`src/rtl/dispatch_steer_if.sv`:
```
// Rename -> dispatch -> issue handshake bundle for dispatch_steer.
// master: the dispatch stage. slave: the surrounding rename/issue environment.
interface dispatch_steer_if #(
  parameter int unsigned RENISS_WIDTH = 151
);
  logic                    FREEZE;
  logic                    REN_valid_IN;
  logic [RENISS_WIDTH-1:0] REN_data_IN;
  logic                    REN_stall_OUT;
  logic                    IQ_pushReq_OUT;
  logic [RENISS_WIDTH-1:0] IQ_pushData_OUT;
  logic                    IQ_full_IN;
  logic                    LSQ_pushReq_OUT;
  logic [RENISS_WIDTH-1:0] LSQ_pushData_OUT;
  logic                    LSQ_full_IN;
  logic [31:0]             IQ_pushCnt_OUT;
  logic [31:0]             LSQ_pushCnt_OUT;
  logic [31:0]             blockCnt_OUT;

  modport master (
    input  FREEZE, REN_valid_IN, REN_data_IN, IQ_full_IN, LSQ_full_IN,
    output REN_stall_OUT, IQ_pushReq_OUT, IQ_pushData_OUT, LSQ_pushReq_OUT, LSQ_pushData_OUT,
           IQ_pushCnt_OUT, LSQ_pushCnt_OUT, blockCnt_OUT
  );

  modport slave (
    output FREEZE, REN_valid_IN, REN_data_IN, IQ_full_IN, LSQ_full_IN,
    input  REN_stall_OUT, IQ_pushReq_OUT, IQ_pushData_OUT, LSQ_pushReq_OUT, LSQ_pushData_OUT,
           IQ_pushCnt_OUT, LSQ_pushCnt_OUT, blockCnt_OUT
  );
endinterface

```
`src/rtl/dispatch_steer.sv`:
```
// Dispatch stage: 2-entry in-order buffer between rename and issue. The head entry is
// steered to the LSQ when either memory bit is set, otherwise to the IQ.
// Optional statistics counters are built only when DISPATCH_STATS_EN is defined;
// otherwise the stats outputs are tied to zero.
module dispatch_steer #(
  parameter int unsigned RENISS_WIDTH = 151,
  parameter int unsigned MEMREAD_BIT  = 39,
  parameter int unsigned MEMWRITE_BIT = 40
) (
  input logic              CLK,
  input logic              RESET,
  dispatch_steer_if.master bus
);

  logic [RENISS_WIDTH-1:0] buf_q [2];
  logic                    head_q;
  logic                    tail_q;
  logic [1:0]              count_q;
  logic [1:0]              count_d;

  logic [RENISS_WIDTH-1:0] head_data;
  logic                    not_empty;
  logic                    is_mem;
  logic                    iq_push;
  logic                    lsq_push;
  logic                    stall;
  logic                    accept;
  logic                    pop;
  logic                    blocked;

  // Head decode, steering and handshake outputs
  always_comb begin
    not_empty = (count_q != 2'd0);
    head_data = buf_q[head_q];
    is_mem    = head_data[MEMREAD_BIT] | head_data[MEMWRITE_BIT];
    iq_push   = not_empty & ~is_mem & ~bus.IQ_full_IN & ~bus.FREEZE;
    lsq_push  = not_empty & is_mem & ~bus.LSQ_full_IN & ~bus.FREEZE;
    stall     = (count_q == 2'd2) | bus.FREEZE;
    accept    = bus.REN_valid_IN & ~stall;
    pop       = iq_push | lsq_push;
    // A full target stalls the head and, by ordering, everything behind it
    blocked   = not_empty & ~bus.FREEZE & (is_mem ? bus.LSQ_full_IN : bus.IQ_full_IN);

    bus.REN_stall_OUT    = stall;
    bus.IQ_pushReq_OUT   = iq_push;
    bus.LSQ_pushReq_OUT  = lsq_push;
    bus.IQ_pushData_OUT  = not_empty ? head_data : '0;
    bus.LSQ_pushData_OUT = not_empty ? head_data : '0;
  end

  // Occupancy next state from accept/pop
  always_comb begin
    count_d = count_q;
    unique case ({accept, pop})
      2'b10:   count_d = count_q + 2'd1;
      2'b01:   count_d = count_q - 2'd1;
      default: count_d = count_q;
    endcase
  end

  // Buffer storage and pointers
  always_ff @(posedge CLK or posedge RESET) begin
    if (RESET) begin
      buf_q[0] <= '0;
      buf_q[1] <= '0;
      head_q   <= 1'b0;
      tail_q   <= 1'b0;
      count_q  <= 2'd0;
    end else begin
      if (accept) begin
        buf_q[tail_q] <= bus.REN_data_IN;
        tail_q        <= ~tail_q;
      end
      if (pop) begin
        head_q <= ~head_q;
      end
      count_q <= count_d;
    end
  end

`ifdef DISPATCH_STATS_EN
  logic [31:0] iq_cnt_q;
  logic [31:0] lsq_cnt_q;
  logic [31:0] blk_cnt_q;

  // Statistics counters, wrapping at 2^32
  always_ff @(posedge CLK or posedge RESET) begin
    if (RESET) begin
      iq_cnt_q  <= 32'd0;
      lsq_cnt_q <= 32'd0;
      blk_cnt_q <= 32'd0;
    end else begin
      if (iq_push)  iq_cnt_q  <= iq_cnt_q + 32'd1;
      if (lsq_push) lsq_cnt_q <= lsq_cnt_q + 32'd1;
      if (blocked)  blk_cnt_q <= blk_cnt_q + 32'd1;
    end
  end

  assign bus.IQ_pushCnt_OUT  = iq_cnt_q;
  assign bus.LSQ_pushCnt_OUT = lsq_cnt_q;
  assign bus.blockCnt_OUT    = blk_cnt_q;
`else
  logic unused_blocked;
  assign unused_blocked      = blocked;
  assign bus.IQ_pushCnt_OUT  = 32'd0;
  assign bus.LSQ_pushCnt_OUT = 32'd0;
  assign bus.blockCnt_OUT    = 32'd0;
`endif

endmodule
```
`src/flat_wrapper.sv`:
```
// flat-port wrapper written by rule: the top's interface ports become plain ports
module dispatch_steer_flat 
#(
  parameter int unsigned RENISS_WIDTH = 151,
  parameter int unsigned MEMREAD_BIT  = 39,
  parameter int unsigned MEMWRITE_BIT = 40
)
  (CLK, RESET, bus_FREEZE, bus_REN_valid_IN, bus_REN_data_IN, bus_IQ_full_IN, bus_LSQ_full_IN, bus_REN_stall_OUT, bus_IQ_pushReq_OUT, bus_IQ_pushData_OUT, bus_LSQ_pushReq_OUT, bus_LSQ_pushData_OUT, bus_IQ_pushCnt_OUT, bus_LSQ_pushCnt_OUT, bus_blockCnt_OUT);
  dispatch_steer_if #(.RENISS_WIDTH(RENISS_WIDTH)) bus_i ();
  input logic CLK;
  input logic RESET;
  input wire logic [$bits(bus_i.FREEZE)-1:0] bus_FREEZE;
  input wire logic [$bits(bus_i.REN_valid_IN)-1:0] bus_REN_valid_IN;
  input wire logic [$bits(bus_i.REN_data_IN)-1:0] bus_REN_data_IN;
  input wire logic [$bits(bus_i.IQ_full_IN)-1:0] bus_IQ_full_IN;
  input wire logic [$bits(bus_i.LSQ_full_IN)-1:0] bus_LSQ_full_IN;
  output wire logic [$bits(bus_i.REN_stall_OUT)-1:0] bus_REN_stall_OUT;
  output wire logic [$bits(bus_i.IQ_pushReq_OUT)-1:0] bus_IQ_pushReq_OUT;
  output wire logic [$bits(bus_i.IQ_pushData_OUT)-1:0] bus_IQ_pushData_OUT;
  output wire logic [$bits(bus_i.LSQ_pushReq_OUT)-1:0] bus_LSQ_pushReq_OUT;
  output wire logic [$bits(bus_i.LSQ_pushData_OUT)-1:0] bus_LSQ_pushData_OUT;
  output wire logic [$bits(bus_i.IQ_pushCnt_OUT)-1:0] bus_IQ_pushCnt_OUT;
  output wire logic [$bits(bus_i.LSQ_pushCnt_OUT)-1:0] bus_LSQ_pushCnt_OUT;
  output wire logic [$bits(bus_i.blockCnt_OUT)-1:0] bus_blockCnt_OUT;
  assign bus_i.FREEZE = bus_FREEZE;
  assign bus_i.REN_valid_IN = bus_REN_valid_IN;
  assign bus_i.REN_data_IN = bus_REN_data_IN;
  assign bus_i.IQ_full_IN = bus_IQ_full_IN;
  assign bus_i.LSQ_full_IN = bus_LSQ_full_IN;
  assign bus_REN_stall_OUT = bus_i.REN_stall_OUT;
  assign bus_IQ_pushReq_OUT = bus_i.IQ_pushReq_OUT;
  assign bus_IQ_pushData_OUT = bus_i.IQ_pushData_OUT;
  assign bus_LSQ_pushReq_OUT = bus_i.LSQ_pushReq_OUT;
  assign bus_LSQ_pushData_OUT = bus_i.LSQ_pushData_OUT;
  assign bus_IQ_pushCnt_OUT = bus_i.IQ_pushCnt_OUT;
  assign bus_LSQ_pushCnt_OUT = bus_i.LSQ_pushCnt_OUT;
  assign bus_blockCnt_OUT = bus_i.blockCnt_OUT;
  dispatch_steer #(.RENISS_WIDTH(RENISS_WIDTH), .MEMREAD_BIT(MEMREAD_BIT), .MEMWRITE_BIT(MEMWRITE_BIT)) u_core (.CLK(CLK), .RESET(RESET), .bus(bus_i));
endmodule
```
`config.mk`:
```
export PLATFORM = sky130hd
export DESIGN_NAME = dispatch_steer_flat
export DESIGN_NICKNAME = d
export VERILOG_FILES = /design/src/rtl/dispatch_steer_if.sv /design/src/rtl/dispatch_steer.sv /design/src/flat_wrapper.sv
export SDC_FILE = /design/constraint.sdc
export NUM_CORES = 1
export LEC_CHECK = 0
export BUFFER_PORTS_ARGS = -buffer_cell sky130_fd_sc_hd__buf_2
export CORE_AREA = 4 4 215 217
export CTS_BUF_LIST = sky130_fd_sc_hd__clkbuf_16
export CTS_CLUSTER_SIZE = 20
export DETAILED_ROUTE_END_ITERATION = 10
export DIE_AREA = 0 0 219 221
export PLACE_DENSITY = 0.71
export SLEW_MARGIN = 5
export SYNTH_ARGS = -nofsm -noshare
export SYNTH_HDL_FRONTEND = slang
export SYNTH_SLANG_ARGS = --single-unit
```
`constraint.sdc`:
```
create_clock -name CLK -period 17.95 [get_ports CLK]
set_input_delay 5.385 -clock CLK [delete_from_list [all_inputs] [get_ports CLK]]
set_output_delay 5.385 -clock CLK [all_outputs]
set_load 0.005 [all_outputs]
```
==> results.md <==
- Status: finished, final reports clean
- Crit path largest cell delay: 0.24 ns
- Io pins: 558
- Fraction of layout cells with a size suffix above 1: 50.4%
- Max VDD drop: 110 µV
- Final Wtd Congestion: 0.749
- Area growth syn-to-layout: 14.0%
- Netlist cell types: 28
- Maxcap violations: 0
- Setup TNS Final: 0 ns
- Initial antenna violation count: 6
- Worst-path clk slew: 0.05 ns
- M1 WL: 14400 µm
- Initial DRC Count: 510
- I/O Buffers: 461
- DR top layer: met5
- Cts repair resizes: 0
- Hold_ws: 0.489 ns
- CTS tree: yes
- Unrepaired setup endpoints after global routing: false
- Metal3 WL: 2680 µm
- Synthesized cell area: 16000 µm²
- Fin crit period: 11.42 ns
- Worst path cell trace: buf_2, nor3_1, nor2b_1, buf_2
- CP top delay family: simple AND/OR/NAND/NOR gates
- Critical path's most frequent cell: buf_2
- Final hold violation count: 0
- Routed WL per cell: 16.5 µm
- Horiz. Die Dim: 219 µm
- CP max-delay cell: nor3_1
- Ys Warns: 0
- Post-placement setup slack: 6.53 ns
- Seq cells post-synth: 306
- Via count: 9878
- Cts hold-fix bufs: 0
- Buf+Inv Stages, Crit Path: 2
- TritonCTS buffer count: 35
- Slew @ Worst Pin: 1.15 ns
- Clock Path Buffers: 3
- Fin crit share: 63.6%
- Synth Instances: 1254
- DRT antenna net count: 0
- PwrDens: 199 nW/µm²
- Worst Hold Class: reg2reg
- Initial core utilization: 36.3%
- Vias per cell: 4.56
- DRT Pass-1 Iters: 4
- Mean Syn Cell Area: 12.8 µm²
- Clock Tree Root: clkbuf_16
- Post-CTS Setup Repair Bufs: 0
- CP Max Fanout: 6
- Clk_lat worst skew: 0.52 ns
- Synth top area share: 47.8%
- Crit start category: input port
- Count of pins over their slew limit: 0
- Setup crit end kind: primary output
- Vias in the first global route: 10400
- P_leak: 0.00955 µW
- DRC: 0
- Synth area leader: dfrtp_1
- Clock Sinks: 306
- Die H: 221 µm
- Setup CP Type: in2out
- Largest net degree at the start of global routing: 129
- Final Cell Area: 18300 µm²
- Overflow after GRT: 0
- Dpl hpwl: 24700 µm
- Final net count: 1704
- H-Tree Depth: 2
- CP arrival: 6.03 ns
- Worst clock skew: 0.0138 ns
- Final wirelength: 35800 µm
- Final setup vio count: 0
- Fmax: 0.0876 GHz
- Most area-consuming cells after synthesis: dfrtp_1, mux2_2, buf_4
- Slew margin rel.: 23.3%
- Core area: 44100 µm²
- Std-Cell Rows: 77
- Die ar.: 48400 µm²
- Global-route wire length before repair: 55600 µm
- Setup ws final: 6.53 ns
- Total GRT Usage: 14.0%
- Post-layout util: 41.4%
- Met2 wire length: 17800 µm
- Sequential area share after synthesis: 47.8%
- Placed inst area: 17200 µm²
- Worst path required time: 12.56 ns
## cell usage after synthesis (all sizes together)
master and instances:
a21oi 1, and3b 1, xnor2 3, nand2 1, nor2 155, nor2b 2, clkbuf 10, ha 1
nor3 3, xor2 1, mux2i 151, nand2b 2, buf 304, or3 2, o21ai 1, o211ai 2
inv 1, mux2 304, nand3 1, dfrtp 306, and2 1, conb 1
## state kept, by name (all words and copies together) (netlist names)
signal          flops
u_core.count_q      2
u_core.buf_q      302
u_core.head_q       1
u_core.tail_q       1
## report_power, final
| part | leakage [µW] | total (µW) | internal [µW] | switching (µW) |
|---|---|---|---|---|
| logic | 0.00537 | 1750 | 927 | 819 |
| registers | 0.00363 | 1240 | 1040 | 201 |
| clock network | 0.000545 | 651 | 383 | 268 |
| total | 0.00955 | 3640 | 2350 | 1290 |
## cells in the final DEF (no fill, tap or decap), drive strengths merged
master	synthesis	routed
xnor2	3	3
conb	1	96
nand2	1	1
and2	1	1
ha	1	1
inv	1	8
nand3	1	1
bufinv	0	1
mux2i	151	151
xor2	1	1
o211ai	2	2
nor3	3	3
a21oi	1	1
nor2b	2	2
nor2	155	155
diode	0	4
nand2b	2	2
or3	2	2
and3b	1	1
mux2	304	304
o21ai	1	1
clkinv	0	15
buf	304	474
clkbuf	10	37
dfrtp	306	306
## metrics by stage
step	cells	total power (µW)
2_1_floorplan	1349	2640
3_3_place_gp	2101	2980
3_5_place_dp	2101	3020
4_1_cts	2161	3700
5_1_grt	2163	3910
6_report	2165	3640
## cells by family after synthesis
logic type / share of synthesized area [%]
AOI/OAI and AO/OA: 0.156
adders and majority gates: 0.0781
DFF: 47.8
xor gates and xnor gates: 0.219
other: 0.0234
and+or+nand+nor: 4.19
buffers and inverters: 14.6
muxes: 32.9
## layer usage
layer	up-vias	global-route usage (%)
met4	2	4.22
met2	376	24.7
li1	4483	-
met3	68	3.76
met1	4949	16.6
met5	-	0
## path summary, 6_finish.rpt
path / slack [ns] / cells past startpoint / to / from
hold / removal: 0.49 / 1 / u_core.buf_q[87] / u_core.buf_q[87]
min in group asynchronous: 5.06 / 2 / u_core.buf_q[157] / RESET
setup reg to reg: 14.73 / 5 / u_core.buf_q[215] / u_core.count_q[0]
hold reg to reg: 0.49 / 1 / u_core.buf_q[87] / u_core.buf_q[87]
max in group asynchronous: 10.97 / 4 / u_core.buf_q[70] / RESET
setup / recovery: 6.53 / 4 / bus_IQ_pushReq_OUT / bus_FREEZE
## cell type report
type	instances	area, µm²
multi-input combinational	728	6390
timing repair buffer	474	2400
tap	592	741
inverter	1	11.3
antenna	4	10.0
clock buffer	37	926
clock inverter	23	120
fill	4185	25900
sequential	306	7660
Power figures use the tool's default switching activity.
